===== src/rtl/mandelbrot_fb_writer.sv =====
// Consumer end of the Mandelbrot result stream: buffers (count, address) beats,
// maps each count to RGB565 and issues one framebuffer write per pixel.
module mandelbrot_fb_writer #(
    parameter int MAXITERS = 256,
    parameter int IW       = $clog2(MAXITERS),
    parameter int AW       = 19,
    parameter int NPIX     = 480000,
    parameter int CNW      = $clog2(NPIX + 1)
) (
    input  logic           clk,
    input  logic           rst,
    input  logic           clk_en,
    input  logic           init,
    output logic           done,
    input  logic           in_vld,
    output logic           in_rdy,
    input  logic [IW-1:0]  in_dat,
    input  logic [AW-1:0]  in_adr,
    output logic           fb_req,
    output logic [AW-1:0]  fb_adr,
    output logic [15:0]    fb_dat,
    input  logic           fb_ack,
    output logic [CNW-1:0] wr_cnt
);

    typedef enum logic [1:0] {
        ST_IDLE = 2'd0,
        ST_RUN  = 2'd1,
        ST_DONE = 2'd2
    } state_t;

    localparam int             FW       = AW + IW;
    localparam logic [CNW-1:0] NPIX_C   = CNW'(NPIX);
    localparam logic [CNW-1:0] LAST_C   = CNW'(NPIX - 1);
    localparam logic [IW-1:0]  INSIDE_C = IW'(MAXITERS - 1);

    // Points inside the set are black; otherwise the top five bits drive red
    // and their complement blue, the low six bits drive green.
    function automatic logic [15:0] colour_map(input logic [IW-1:0] n);
        logic [4:0] hi;
        hi = n[IW-1:IW-5];
        if (n == INSIDE_C) begin
            colour_map = 16'h0000;
        end else begin
            colour_map = {hi, n[5:0], ~hi};
        end
    endfunction

    state_t         state_r, state_s;
    logic           init_d_r;
    logic           init_edge_s, accept_s, retire_s, load_s;
    logic [FW-1:0]  fifo_mem_r [0:1];
    logic           fifo_wp_r, fifo_rp_r;
    logic [1:0]     fifo_cnt_r, fifo_cnt_s;
    logic [FW-1:0]  head_s;
    logic [CNW-1:0] acc_cnt_r, acc_cnt_s;
    logic [CNW-1:0] wr_cnt_r, wr_cnt_s;
    logic           done_r, done_s;
    logic           in_rdy_r, in_rdy_s;
    logic           fb_req_r;
    logic [AW-1:0]  fb_adr_r;
    logic [15:0]    fb_dat_r;

    // Handshake strobes, occupancy, frame control and next ready value
    always_comb begin
        init_edge_s = clk_en & init & ~init_d_r;
        accept_s    = clk_en & in_vld & in_rdy_r;
        retire_s    = clk_en & fb_req_r & fb_ack;
        load_s      = clk_en & (fifo_cnt_r != 2'd0) & (~fb_req_r | fb_ack);
        fifo_cnt_s  = fifo_cnt_r + {1'b0, accept_s} - {1'b0, load_s};
        head_s      = fifo_mem_r[fifo_rp_r];
        state_s     = state_r;
        acc_cnt_s   = acc_cnt_r;
        wr_cnt_s    = wr_cnt_r;
        done_s      = done_r;
        case (state_r)
            ST_IDLE, ST_DONE: begin
                if (init_edge_s) begin
                    state_s   = ST_RUN;
                    acc_cnt_s = {CNW{1'b0}};
                    wr_cnt_s  = {CNW{1'b0}};
                    done_s    = 1'b0;
                end else begin
                    state_s = state_r;
                end
            end
            ST_RUN: begin
                if (accept_s) begin
                    acc_cnt_s = acc_cnt_r + CNW'(1);
                end else begin
                    acc_cnt_s = acc_cnt_r;
                end
                if (retire_s) begin
                    wr_cnt_s = wr_cnt_r + CNW'(1);
                    if (wr_cnt_r == LAST_C) begin
                        state_s = ST_DONE;
                        done_s  = 1'b1;
                    end else begin
                        state_s = ST_RUN;
                    end
                end else begin
                    wr_cnt_s = wr_cnt_r;
                end
            end
            default: begin
                state_s = ST_IDLE;
            end
        endcase
        in_rdy_s = (state_s == ST_RUN) && (fifo_cnt_s < 2'd2) && (acc_cnt_s < NPIX_C);
    end

    // Frame state, counters and the registered ready
    always_ff @(posedge clk or posedge rst) begin
        if (rst) begin
            state_r   <= ST_IDLE;
            init_d_r  <= 1'b0;
            acc_cnt_r <= {CNW{1'b0}};
            wr_cnt_r  <= {CNW{1'b0}};
            done_r    <= 1'b0;
            in_rdy_r  <= 1'b0;
        end else if (clk_en) begin
            state_r   <= state_s;
            init_d_r  <= init;
            acc_cnt_r <= acc_cnt_s;
            wr_cnt_r  <= wr_cnt_s;
            done_r    <= done_s;
            in_rdy_r  <= in_rdy_s;
        end
    end

    // Two-entry input buffer; strobes already carry the clock enable
    always_ff @(posedge clk or posedge rst) begin
        if (rst) begin
            fifo_mem_r[0] <= {FW{1'b0}};
            fifo_mem_r[1] <= {FW{1'b0}};
            fifo_wp_r     <= 1'b0;
            fifo_rp_r     <= 1'b0;
            fifo_cnt_r    <= 2'd0;
        end else begin
            if (accept_s) begin
                fifo_mem_r[fifo_wp_r] <= {in_adr, in_dat};
                fifo_wp_r             <= ~fifo_wp_r;
            end
            if (load_s) begin
                fifo_rp_r <= ~fifo_rp_r;
            end
            fifo_cnt_r <= fifo_cnt_s;
        end
    end

    // Write request register; address and data only change on a load
    always_ff @(posedge clk or posedge rst) begin
        if (rst) begin
            fb_req_r <= 1'b0;
            fb_adr_r <= {AW{1'b0}};
            fb_dat_r <= 16'h0000;
        end else if (load_s) begin
            fb_req_r <= 1'b1;
            fb_adr_r <= head_s[FW-1:IW];
            fb_dat_r <= colour_map(head_s[IW-1:0]);
        end else if (retire_s) begin
            fb_req_r <= 1'b0;
        end
    end

    assign in_rdy = in_rdy_r;
    assign fb_req = fb_req_r;
    assign fb_adr = fb_adr_r;
    assign fb_dat = fb_dat_r;
    assign done   = done_r;
    assign wr_cnt = wr_cnt_r;

endmodule


===== config.mk =====
export PLATFORM = sky130hd
export DESIGN_NAME = mandelbrot_fb_writer
export DESIGN_NICKNAME = d
export VERILOG_FILES = /design/src/rtl/mandelbrot_fb_writer.sv
export SDC_FILE = /design/constraint.sdc
export NUM_CORES = 1
export LEC_CHECK = 0
export ABC_AREA = 1
export CORE_MARGIN = 2
export CORE_UTILIZATION = 37
export DETAILED_ROUTE_END_ITERATION = 10
export PLACE_DENSITY_LB_ADDON = 0.25
export RECOVER_POWER = 100
export SYNTH_ARGS = -nofsm -noshare
export SYNTH_HDL_FRONTEND = slang
export SYNTH_SLANG_ARGS = --single-unit

===== constraint.sdc =====
create_clock -name clk -period 4.45 [get_ports clk]
set_input_delay 0.6675 -clock clk [delete_from_list [all_inputs] [get_ports clk]]
set_output_delay 0.6675 -clock clk [all_outputs]
set_load 0.1 [all_outputs]

# Yosys cells after proc, flatten, opt, wreduce, memory -nomap -nowiden
# Index checks and enable logic that the tools add are counted.
dict set report word_totals {
  inputBits 33
  out_inout_bits 57
  latch_bits 0
  ram_bits 0
  elab_cells 80
  ff_bits 137
  mem_bits_ro 0
  n_memories 0
}
dict set report op_classes {
  shifts 0
  n_eq_ne 8
  add_sub_neg 4
  muxes 23
  bitwise 16
  n_reduce_logical 10
  order_cmp 5
  n_mul 0
  n_div 0
}
# op n
set op_table {}
lappend op_table {{27-bit 2-to-1 mux} 4}
lappend op_table {{19-bit 2-to-1 mux} 4}
lappend op_table {{19-bit case mux with 2 select lines} 2}
lappend op_table {{54-bit bitwise mux} 1}
lappend op_table {{19-bit by 1-bit adder with 19-bit output, second input constant} 2}
lappend op_table {{27-bit demux with 1-bit select} 1}
lappend op_table {{19-bit == test, second input constant} 1}
lappend op_table {{19-bit less-than comparator, second input constant} 1}
lappend op_table {{16-bit 2-to-1 mux} 1}
lappend op_table {{1-bit bitwise AND} 8}
lappend op_table {{8-bit == test, second input constant} 1}
lappend op_table {{2-bit 2-to-1 mux} 3}
lappend op_table {{2-bit != test, second input constant} 3}
lappend op_table {{2-bit nonzero test} 3}
lappend op_table {{1-bit 2-to-1 mux} 5}
lappend op_table {{5-bit inverter} 1}
lappend op_table {{5-bit AND reduction} 1}
lappend op_table {{2-bit by 1-bit == test with 1-bit output, second input constant} 2}
lappend op_table {{2-bit greater-or-equal comparator, second input constant} 2}
lappend op_table {{1-bit inverter} 4}
lappend op_table {{1-bit inverter with 2-bit output} 2}
lappend op_table {{2-bit case mux with 2 select lines} 1}
lappend op_table {{4-bit AND reduction} 1}
lappend op_table {{1-bit logical AND} 3}
lappend op_table {{other kinds (9)} 9}

# Longest topological paths before layout
# Gate-level depths: netlist (run 1).
dict set report depth {
  word_depth 7
  ltp_mapped 15
  mapped_depth_nobuf 15
}

# Least setup slack after synthesis (run 1)
# OpenSTA, ideal clock, no wires.
dict set report synth_path {
  kind {register -> register}
  start {register fb_req_r (netlist: fb_req)}
  end {register in_rdy_r (netlist: in_rdy)}
  required_ps 4382
  setup_slack_ps 1664
  arrival_time_ps 2718
  path_stages_with_launch 13
  setup_ps 68
  synth_period_minus_slack_ps 2786
  n_path_buf 0
  path_cell_list {dfrtp_1 inv_1 o21ai_2 clkinv_1 ha_1 inv_1 ha_1 xnor2_1 xor2_1 inv_1 nor2_1 nand3_1 nand2_1}
}
dict set report synth_between {
  elab_chain_cells 7
}
# element line
set synth_rtl {}
lappend synth_rtl {{from (decl)} 60} ;# logic fb_req_r;
lappend synth_rtl {{from (signal assigned)} 154} ;# fb_req_r <= 1'b0;
lappend synth_rtl {{from (signal assigned)} 158} ;# fb_req_r <= 1'b1;
lappend synth_rtl {{from (signal assigned)} 162} ;# fb_req_r <= 1'b0;
lappend synth_rtl {{1-bit inverter} 69} ;# load_s = clk_en & (fifo_cnt_r != 2'd0) & (~fb_req_r | fb_ack);
lappend synth_rtl {{1-bit OR} 69}
lappend synth_rtl {{1-bit bitwise AND} 69}
lappend synth_rtl {{net load_s} 51} ;# logic init_edge_s, accept_s, retire_s, load_s;
lappend synth_rtl {{2-bit by 1-bit subtractor with 2-bit output} 70} ;# fifo_cnt_s = fifo_cnt_r + {1'b0, accept_s} - {1'b0, load_s};
lappend synth_rtl {{net fifo_cnt_s[1]} 54} ;# logic [1:0] fifo_cnt_r, fifo_cnt_s;
lappend synth_rtl {{2-bit less-than comparator} 109} ;# in_rdy_s = (state_s == ST_RUN) && (fifo_cnt_s < 2'd2) && (acc_cnt_s < NPIX_C);
lappend synth_rtl {{1-bit logical AND (2 in a row)} 109}
lappend synth_rtl {{to (signal assigned)} 127} ;# in_rdy_r <= in_rdy_s;
lappend synth_rtl {{to (decl)} 59} ;# logic in_rdy_r, in_rdy_s;
# The timed path passes the listed nets, and every way through them passes these cells.
# A chain may end at the register's enable or synchronous reset.

# Final worst setup path (run 1)
dict set report layout_path {
  start {input clk_en}
  end {register wr_cnt_r[13] (netlist: wr_cnt[13])}
}
dict set report layout_between {
  elab_chain_cells 4
}
# element line
set layout_rtl {}
lappend layout_rtl {{from (decl)} 12} ;# input logic clk_en,
lappend layout_rtl {{1-bit bitwise AND (on tied branches) (2 in a row)} {68, 66}}
lappend layout_rtl {{2-bit != test (no line)} --}
lappend layout_rtl {{4-bit AND reduction (no line) (*)} --}
lappend layout_rtl {{to (signal assigned)} 118} ;# wr_cnt_r <= {CNW{1'b0}};
lappend layout_rtl {{to (signal assigned)} 125} ;# wr_cnt_r <= wr_cnt_s;
lappend layout_rtl {{to (decl)} 57} ;# logic [CNW-1:0] wr_cnt_r, wr_cnt_s;
# Every way passes the cells marked *; elsewhere a longest branch is shown, timed or not.

==> summary.md, run 1 <==
| Metric | Value |
|---|---|
| Worst EP arrival | `3.62 ns` |
| Port Buffers | `89` |
| Pre-antenna DRT Iters | `5` |
| Largest cells by area after synthesis | `dfrtp_1 52%, nand2_1 10%, o21ai_0 6.3%, inv_1 5.2%, nor2_1 4.6%` |
| DRT Wirelength | `14,900 um` |
| # IOs | `90` |
| Fin crit share | `0.740` |
| Clock latency on the worst-skew pair | `0.42 ns` |
| Antenna Nets Post-Route | `0` |
| Initial core utilization | `0.374` |
| Clk root buf | `clkbuf_16` |
| Die Wd | `136 um` |
| Worst VDD drop | `0.000437 V` |
| Synth top cells by count | `179 x nand2_1, 134 x dfrtp_1, 88 x inv_1, 80 x o21ai_0, 79 x nor2_1` |
| Leakage | `0.00381 uW` |
| Initial antenna violation count | `0` |
| Minimum clock period | `3.29 ns` |
| # rows | `48` |
| Slew of the pin with the lowest slew margin | `2.04 ns` |
| Fin. max-slew vios | `153` |
| Post-layout total power | `5340 uW` |
| # diodes | `0` |
| Hold path cells | `1` |
| Most common cell in the netlist | `nand2_1` |
| RSZ-0062 raised after global routing | `no` |
| Pwr dens | `669 nW/um2` |
| Per-cell routed wire length | `13.8 um` |
| Setup TNS | `0 ns` |
| Post-synth top area share | `0.524` |
| Reg2reg setup slack | `1.81 ns` |
| Post-CTS setup buffers | `0` |
| CP endpoint kind | `register` |
| Layout cells sized above 1 | `0.0599` |
| Min-delay src | `acc_cnt_r[3]` |
| Synth Cell Area | `6400 um2` |
| Clock transition at path regs | `0.06 ns` |
| Final nets | `877` |
| Die height | `136 um` |
| CTS tree | `done` |
| Die area | `18,400 um2` |
| Routability congestion estimate | `0.804` |
| CTS H-tree depth | `4` |
| Max-slew headroom | `-0.363` |
| Syn_nets | `792` |
| Syn Inst Count | `754` |
| Synth unique cells | `45` |
| Data required time of the worst path | `4.78 ns` |
| # hold bufs at CTS | `0` |
| Reg-to-Reg End | `wr_cnt[13]` |
| Critical path type | `in2reg` |
| TritonCTS buffer count | `17` |
| Worst-path fanout max | `15` |
| Global-route wire length before repair | `24,800 um` |
| FFs w/ async S/R, synth | `1.00` |
| Avg Vias per Cell | `4.80` |
| Yosys warns | `0` |
| Clock Tree Buf Depth | `2` |
| Grt total ovfl | `0` |
| CORE AREA | `17,100 um2` |
| Hold Path End | `acc_cnt_r[3]` |
| Final hold vios | `0` |
| Avg Cell Area, Syn | `8.49 um2` |
| Failing checks | `max-capacitance violations, max-slew violations` |
| Critical path startpoint category | `input pin` |
| Sequential share of the synthesized area | `0.524` |
| Worst hold path class | `reg2reg` |
| Cells on worst reg2reg path | `11` |
| Final HPWL DP | `10,000 um` |
| Overall fraction of global-route tracks in use | `0.171` |
| Number of synthesized register bits | `134` |
| Resize count post-CTS | `0` |
| TritonCTS Sinks | `134` |
| Vias in the first global route | `5,016` |
| Fmax | `0.304 GHz` |
| Yosys top cell by area | `dfrtp_1` |
| Residual DRC | `0` |
| Area delta synth->final | `24.8%` |
| Post-synth top flop | `dfrtp_1` |
| Final setup violation count | `0` |
| Largest net degree at the start of global routing | `97` |
| EDFF count, synth | `0` |
| Max-cap violations | `2` |
| Status | `finished, violations left` |
| Clk_skew | `0.0113 ns` |
| Number of DRC markers in iteration 0 | `323` |
| Overall via count from detail_route | `5,167` |
| Reg-to-Reg Start | `init_d_r` |
through the flow:
step,util,hold slack [ns],instances,worst slack [ns],cell area [um2]
4_1_cts,0.474,0.475,1077,1.62,8110
5_1_grt,0.467,0.504,1077,0.808,7990
3_3_place_gp,0.437,0.462,1045,1.22,7480
2_1_floorplan,-,0.439,754,0.200,6400
3_5_place_dp,0.437,0.460,1045,1.20,7480
6_report,0.467,0.473,1077,1.16,7990
worst max-delay path, stage by stage:
cell and delay [ns]:
dlygate4sd3_1 0.73, nand3_1 0.21, nor2_4 0.38, nor2_1 0.14, nor2_1 0.19, nand2_1 0.32, nor2_1 0.33, nand3_1 0.18
nor2_1 0.19, a21oi_1 0.09, nor3_1 0.19
per-layer routing:
metal / wire [um] / up-vias / GRT usage / part of all wire
li1: - / 2612 / - / -
met1: 7130 / 2393 / 0.234 / 0.48
met2: 6860 / 135 / 0.271 / 0.46
met3: 639 / 27 / 0.0404 / 0.043
met4: 277 / 0 / 0.0509 / 0.019
met5: 0 / - / 0 / 0
where the power goes:
| group | switching, uW | internal (uW) |
|---|---|---|
| Sequential | 239 | 1560 |
| Clock | 539 | 946 |
| Combinational | 1580 | 481 |
flip-flops by register name (all words and copies together) (netlist names), 2 cells and up:
register / cells
acc_cnt_r: 19
fb_adr: 19
fb_dat: 13
fifo_cnt_r: 2
fifo_mem_r: 54
state_r: 2
wr_cnt: 19
cell usage in the layout, fill, tap and decap left out, types with 2 or more instances in the layout:
| cell type | Yosys | layout |
|---|---|---|
| nand2_1 | 179 | 180 |
| a211oi_1 | 2 | 2 |
| nor3_2 | 4 | 2 |
| dlygate4sd3_1 | 0 | 59 |
| clkbuf_16 | 0 | 17 |
| clkdlybuf4s50_1 | 0 | 30 |
| clkbuf_8 | 0 | 4 |
| xor2_1 | 7 | 7 |
| nand4_1 | 12 | 13 |
| a21oi_1 | 15 | 16 |
| nor4_1 | 4 | 4 |
| nor2_1 | 79 | 85 |
| o31ai_1 | 24 | 24 |
| buf_4 | 4 | 2 |
| o21a_1 | 6 | 6 |
| clkinvlp_4 | 0 | 4 |
| clkbuf_1 | 16 | 5 |
| nand2_2 | 2 | 2 |
| bufinv_16 | 0 | 3 |
| clkinv_1 | 1 | 3 |
| dfrtp_1 | 134 | 134 |
| mux2i_1 | 7 | 7 |
| inv_2 | 7 | 3 |
| o21ai_0 | 80 | 83 |
| nor2_2 | 5 | 2 |
| inv_1 | 88 | 89 |
| ha_1 | 5 | 5 |
| nor3_1 | 13 | 15 |
| inv_6 | 0 | 2 |
| nand3_1 | 22 | 25 |
cell families after synthesis:
| group | Yosys count | synth area share |
|---|---|---|
| flip-flops | 134 | 0.524 |
| buffers and inverters | 125 | 0.0796 |
| multiplexers | 7 | 0.0109 |
| adder cells (fa/ha/maj) | 5 | 0.00978 |
| AO/OA/AOI/OAI | 136 | 0.122 |
| AND/OR/NAND/NOR | 339 | 0.242 |
| XOR/XNOR | 8 | 0.0109 |
worst max path at each step:
| stage | startpoint | to |
|---|---|---|
| after floorplan | rst | acc_cnt_r[0] |
| after global placement | clk_en | in_rdy |
| after detailed placement | clk_en | in_rdy |
| after CTS | clk_en | in_rdy |
| after global routing | rst | fifo_mem_r[25] |
| final | clk_en | wr_cnt[13] |
layout make-up:
type                       count  area (um2)
fill                        1711        9130
sequential                   134        3350
multi-input combinational    495        2440
timing repair buffer          95         922
clock buffer                  23         488
inverter                      96         364
tap                          225         282
clock inverter                 9         139
Power figures use the tool's default switching activity.
==> run 2, diff against run 1 <==
==> constraint.sdc (replaced) <==
create_clock -name clk -period 3.3 [get_ports clk]
set_input_delay 0.495 -clock clk [delete_from_list [all_inputs] [get_ports clk]]
set_output_delay 0.495 -clock clk [all_outputs]
set_load 0.1 [all_outputs]
==> run 2 against run 1 <==
The flow still finishes with violations (max-capacitance violations, max-slew violations). Largest cell class unchanged. Count of clock-buffer cells in the layout fell by 5. Non-clock buffer count rose by 5. Combinational power rose by 34%. Register-to-register slack got worse by 0.79 ns. Largest power group unchanged. Critical path type unchanged. Worst hold slack got worse by 0.034 ns.
==> summary.md, run 2 (synthesis gave the netlist of run 1 again) <==
| Metric | Value |
|---|---|
| Final instance area | `8010 um2 (+0.23%)` |
| Most flops, register | `fifo_mem_r` |
| Data required time of the worst path | `3.61 ns (-1.17 ns)` |
| CTS tree | `done` |
| Clk_skew | `0.00570 ns (-0.00561 ns)` |
| Antenna Nets Post-Route | `0 (unchanged)` |
| Max-slew headroom | `-0.213 (+0.150)` |
| Reg2reg setup slack | `1.02 ns (-0.79 ns)` |
| Clock latency on the worst-skew pair | `0.42 ns (about the same)` |
| WP buf/inv | `2 (+1)` |
| Worst-path fanout max | `15 (unchanged)` |
| TritonCTS buffer count | `17 (unchanged)` |
| Minimum clock period | `2.68 ns` |
| Crit path largest cell delay | `0.55 ns (-0.18 ns)` |
| Avg Vias per Cell | `4.73 (-1.5%)` |
| Critical Path Most Common Cell | `nor2_4` |
| Overall via count from detail_route | `5,113 (-1.0%)` |
| Final Util | `0.468 (+0.00110)` |
| Status | `finished, violations left` |
| Clock transition at path regs | `0.06 ns (about the same)` |
| Worst VDD drop | `0.000515 V (+18%)` |
| Placed Area | `7500 um2 (+0.28%)` |
| Overall fraction of global-route tracks in use | `0.170 (-0.000297)` |
| Final hold vios | `0 (unchanged)` |
| Slew of the pin with the lowest slew margin | `1.82 ns (-0.221 ns)` |
| CP delay by family, top | `simple AND/OR/NAND/NOR gates` |
| Die height | `136 um (unchanged)` |
| Global-route wire length before repair | `24,700 um (-0.25%)` |
| Fin. max-slew vios | `75 (-51%)` |
| Cells on worst reg2reg path | `6 (-5)` |
| # rows | `48 (unchanged)` |
| Post-CTS setup buffers | `0 (unchanged)` |
| # placed instances | `1,050 (+0.48%)` |
| Critical path type | `in2reg` |
| Largest net degree at the start of global routing | `75 (-23%)` |
| # diodes | `0 (unchanged)` |
| Pwr dens | `899 nW/um2 (+34%)` |
| CP Cell Sequence | `dlygate4sd3_1 > clkbuf_1 > nand3_1 > nor2_4 > nor2_1 > nor2_4 > nand2_4 > nor2_4 > nand3_1 > nor2_1 > and3_1 > nor3_2` |
| CTS H-tree depth | `4 (unchanged)` |
| CORE AREA | `17,100 um2 (unchanged)` |
| Die area | `18,400 um2 (unchanged)` |
| Worst EP arrival | `2.99 ns (-0.63 ns)` |
| Levels on crit path | `12 (+1)` |
| Commonest non-fill, non-tap cell in the layout | `nand2_1` |
| Max-cap violations | `1 (-1)` |
| Fmax | `0.373 GHz` |
| Pre-antenna DRT Iters | `5 (unchanged)` |
| Initial core utilization | `0.374 (unchanged)` |
| Final nets | `882 (+0.57%)` |
| Fin crit share | `0.812` |
| Layout cells sized above 1 | `0.0747 (+0.0148)` |
| CP endpoint kind | `register` |
| CP max stage cell | `dlygate4sd3_1` |
| Max reg flops | `54 (unchanged)` |
| Port Buffers | `89 (unchanged)` |
| Vias in the first global route | `5,005 (-0.22%)` |
| Number of DRC markers in iteration 0 | `286 (-11%)` |
| Reg-to-Reg Start | `fifo_rp_r` |
| Resize count post-CTS | `0 (unchanged)` |
| Grt total ovfl | `0 (unchanged)` |
| Layout Cells excl Fill | `1,082 (+0.46%)` |
| TritonCTS Sinks | `134 (unchanged)` |
| Worst hold path class | `in2async` |
| Clock Tree Buf Depth | `2 (unchanged)` |
| RSZ-0062 raised after global routing | `no` |
| Initial antenna violation count | `0 (unchanged)` |
| Commonest non-fill, non-tap cells in the layout | `180 x nand2_1, 134 x dfrtp_1, 90 x inv_1` |
| Clk root buf | `clkbuf_16` |
| DRT Wirelength | `14,500 um (-3.1%)` |
| Final setup violation count | `0 (unchanged)` |
| Area delta synth->final | `25.1%` |
| Leakage | `0.00380 uW (about the same)` |
| Routability congestion estimate | `0.841 (+4.6%)` |
| Residual DRC | `0 (unchanged)` |
| Failing checks | `max-capacitance violations, max-slew violations` |
| Setup TNS | `0 ns (unchanged)` |
| Per-cell routed wire length | `13.4 um (-3.5%)` |
| Reg-to-Reg End | `fb_dat[12]` |
| Die Wd | `136 um (unchanged)` |
| Final HPWL DP | `9790 um (-2.3%)` |
| Critical path startpoint category | `input pin` |
| # IOs | `90 (unchanged)` |
| # hold bufs at CTS | `0 (unchanged)` |
run 2: metrics by stage:
stage	hold slack [ns]	worst slack, ns	power, uW
CTS	0.308	0.775	7390
finish	0.439	0.619	7200
detailed placement	0.470	0.462	5340
global route	0.438	0.336	7590
floorplan	0.439	0.514	4630
global placement	0.459	0.495	5320
run 2: how the worst max path moves through the flow:
stage,from,end
after floorplan,fb_req,in_rdy
after global placement,clk_en,in_rdy
after detailed placement,clk_en,in_rdy
after CTS,wr_cnt[0],wr_cnt[0]
after global routing,clk_en,wr_cnt[12]
final,clk_en,wr_cnt[13]
run 2: power breakdown:
| part | switching, uW | internal (uW) |
|---|---|---|
| sequential | 322 | 2100 |
| clock | 748 | 1270 |
| combinational | 2110 | 647 |
run 2: area by class of cell:
type	count	area, um2
Fill cell	1718	9110
Multi-Input combinational cell	495	2500
Timing Repair Buffer	100	882
Clock buffer	18	429
Tap cell	225	282
Sequential cell	134	3350
Clock inverter	14	199
Inverter	96	362
run 2: per-layer routing:
layer	vias up	track usage	wire, um
met5	-	0	0
li1	2628	-	-
met1	2364	0.232	6930
met3	10	0.0468	629
met4	0	0.0463	110
met2	111	0.269	6780
run 2: worst reg2reg max path, cell delays in order, from the launching register on:
cell and delay [ns]:
dfrtp_1 0.97, mux2i_1 0.25, nor2_1 0.15, nand3_1 0.07, nor3_1 0.11, nor3b_2 0.44, o21ai_0 0.16
==> run 3, diff against run 2 <==
==> constraint.sdc (replaced) <==
create_clock -name clk -period 2.2 [get_ports clk]
set_input_delay 0.33 -clock clk [delete_from_list [all_inputs] [get_ports clk]]
set_output_delay 0.33 -clock clk [all_outputs]
set_load 0.1 [all_outputs]
==> run 3 against run 2 <==
The run still ends with max-capacitance violations, max-slew violations left. Final cell count is 1.4% higher. Global-route usage up 0.075 points. Register-to-register slack worse by 0.74 ns. Via count up 1.5%. Final area shrank 1.1%. Worst hold slack better by 0.033 ns. Count of clock-buffer cells in the layout is 1 lower. Sequential share of layout area increased by 0.48 points. Critical path depth rose by 3. Worst setup slack worse by 0.43 ns. Flip-flop and latch count did not move. Sequential power rose by 49%.
==> summary.md, run 3 (synthesis gave the netlist of run 1 again) <==
| Metric | Value |
|---|---|
| Clock latency on the worst-skew pair | `0.42 ns (about the same)` |
| RSZ-0062 raised after global routing | `no` |
| Max-cap violations | `1 (unchanged)` |
| Overall via count from detail_route | `5,188 (+1.5%)` |
| TritonCTS Sinks | `134 (unchanged)` |
| Minimum clock period | `2.01 ns` |
| Switching power | `4860 uW (+53%)` |
| Pre-antenna DRT Iters | `4 (-1)` |
| Final HPWL DP | `9930 um (+1.5%)` |
| Clock power frac | `0.278 (-0.002)` |
| Avg Vias per Cell | `4.73 (about the same)` |
| Leakage | `0.00382 uW (+0.51%)` |
| Clk_skew | `0.0127 ns (+0.00701 ns)` |
| Clk root buf | `clkbuf_16` |
| Critical path type | `in2reg` |
| CTS H-tree depth | `4 (unchanged)` |
| Routability congestion estimate | `0.843 (+0.31%)` |
| Slew of the pin with the lowest slew margin | `1.67 ns (-0.149 ns)` |
| CTS tree | `done` |
| Clock Tree Buf Depth | `2 (unchanged)` |
| Grt total ovfl | `0 (unchanged)` |
| Final nets | `897 (+1.7%)` |
| Largest net degree at the start of global routing | `69 (-8.0%)` |
| Worst VDD drop | `0.000750 V (+46%)` |
| # IOs | `90 (unchanged)` |
| Layout Cells excl Fill | `1,097 (+1.4%)` |
| Number of DRC markers in iteration 0 | `340 (+19%)` |
| # placed instances | `1,065 (+1.4%)` |
| Worst hold path class | `in2reg` |
| Final Util | `0.463 (-0.00497)` |
| Filler instances | `1,725 (+0.41%)` |
| DRT Wirelength | `14,600 um (+0.80%)` |
| # rows | `48 (unchanged)` |
| Commonest non-fill, non-tap cells in the layout | `179 x nand2_1, 132 x dfrtp_1, 88 x inv_1` |
| Max reg flops | `54 (unchanged)` |
| Fin crit share | `0.914` |
| Post-CTS setup buffers | `0 (unchanged)` |
| Pwr dens | `1350 nW/um2 (+50%)` |
| Antenna Nets Post-Route | `0 (unchanged)` |
| Critical path startpoint category | `input pin` |
| Die area | `18,400 um2 (unchanged)` |
| Combinational fraction of design power | `0.383 (about the same)` |
| Final instance area | `7920 um2 (-1.1%)` |
| CORE AREA | `17,100 um2 (unchanged)` |
| Max-slew headroom | `-0.114 (+0.0996)` |
| Residual DRC | `0 (unchanged)` |
| Per-cell routed wire length | `13.3 um (-0.58%)` |
| Area delta synth->final | `23.8%` |
| Layout cells sized above 1 | `0.165 (+0.0905)` |
| P_int | `5830 uW (+45%)` |
| Fmax | `0.497 GHz` |
| Worst EP arrival | `2.31 ns (-0.68 ns)` |
| Reg power frac | `0.340 (+0.003)` |
| Final setup margin | `0.189 ns (-0.430 ns)` |
| Clock transition at path regs | `0.06 ns (about the same)` |
| Die Wd | `136 um (unchanged)` |
| Final setup violation count | `0 (unchanged)` |
| Placed Area | `7580 um2 (+1.0%)` |
| Most flops, register | `fifo_mem_r` |
| Overall fraction of global-route tracks in use | `0.171 (+0.000749)` |
| TritonCTS buffer count | `17 (unchanged)` |
| Final hold vios | `0 (unchanged)` |
| Switch share | `0.455 (+0.0132)` |
| Die height | `136 um (unchanged)` |
| Initial core utilization | `0.374 (unchanged)` |
| CP endpoint kind | `register` |
| Port Buffers | `89 (unchanged)` |
| Worst-path fanout max | `4 (-11)` |
| Pre-CTS setup slack | `-0.0341 ns (-0.496 ns)` |
| Data required time of the worst path | `2.50 ns (-1.11 ns)` |
| # diodes | `0 (unchanged)` |
| Global-route wire length before repair | `24,800 um (+0.25%)` |
| Vias in the first global route | `4,967 (-0.76%)` |
| Failing checks | `max-capacitance violations, max-slew violations` |
| Fin. max-slew vios | `69 (-8.0%)` |
| Status | `finished, violations left` |
| Initial antenna violation count | `0 (unchanged)` |
| Commonest non-fill, non-tap cell in the layout | `nand2_1` |
## run 3: power by group through the flow
stage	registers, uW	logic, uW	clock network, uW
final	3630	4090	2970
after CTS	3640	4350	3040
after global routing	3730	4420	3150
after floorplan	5450	1560	0
after detailed placement	3670	4350	0
after global placement	3660	4320	0
## run 3: path summary, 6_finish.rpt
path                               from        endpoint  slack (ns)  cells after the start
max                              clk_en          in_rdy        0.19                     15
min                          in_adr[18]  fifo_mem_r[53]        0.47                      3
max reg2reg                acc_cnt_r[0]          in_rdy        0.28                     14
min reg2reg                acc_cnt_r[3]    acc_cnt_r[3]        0.48                      1
max in group asynchronous           rst   fifo_mem_r[4]        0.34                      3
min in group asynchronous           rst      wr_cnt[15]        0.81                      3
## run 3: metrics by stage
step	total power [uW]	hold WS, ns	TNS, ns
finish	10700	0.472	0
global route	11300	0.489	0
CTS	11000	0.407	0
detailed placement	8020	0.463	-0.0389
global placement	7980	0.465	0
floorplan	7010	0.439	0
## run 3: area by class of cell
cell class                 count  area (um2)  area share
clock buffer                  17         425      0.0537
clock inverter                15         191      0.0242
inverter                      96         367      0.0463
multi-input combinational    495        2530       0.319
sequential                   134        3360       0.424
tap                          225         282      0.0355
timing repair buffer         115         774      0.0978
## run 3: critical path: stages
cell and delay (ns):
dlygate4sd3_1 0.58, buf_4 0.15, nand3_4 0.07, nor2_1 0.25, inv_2 0.07, nor2_1 0.22
nand3_1 0.10, nand2_1 0.07, nand2_1 0.07, inv_1 0.08, nand2_1 0.05, nor2_1 0.08
nand2_1 0.06, nand3_1 0.08, nand2_1 0.05
## run 3: layer usage
metal / wire [um] / vias to the layer above / global-route usage
met1: 7120 / 2426 / 0.235
met4: 184 / 0 / 0.0608
met3: 523 / 12 / 0.0359
met2: 6740 / 89 / 0.269
li1: - / 2661 / -
met5: 0 / - / 0
## run 3: what timing repair did
item,in CTS,in global routing
hold buffers,0,0
setup endpoints to repair,0,1
gates resized for setup,0,1
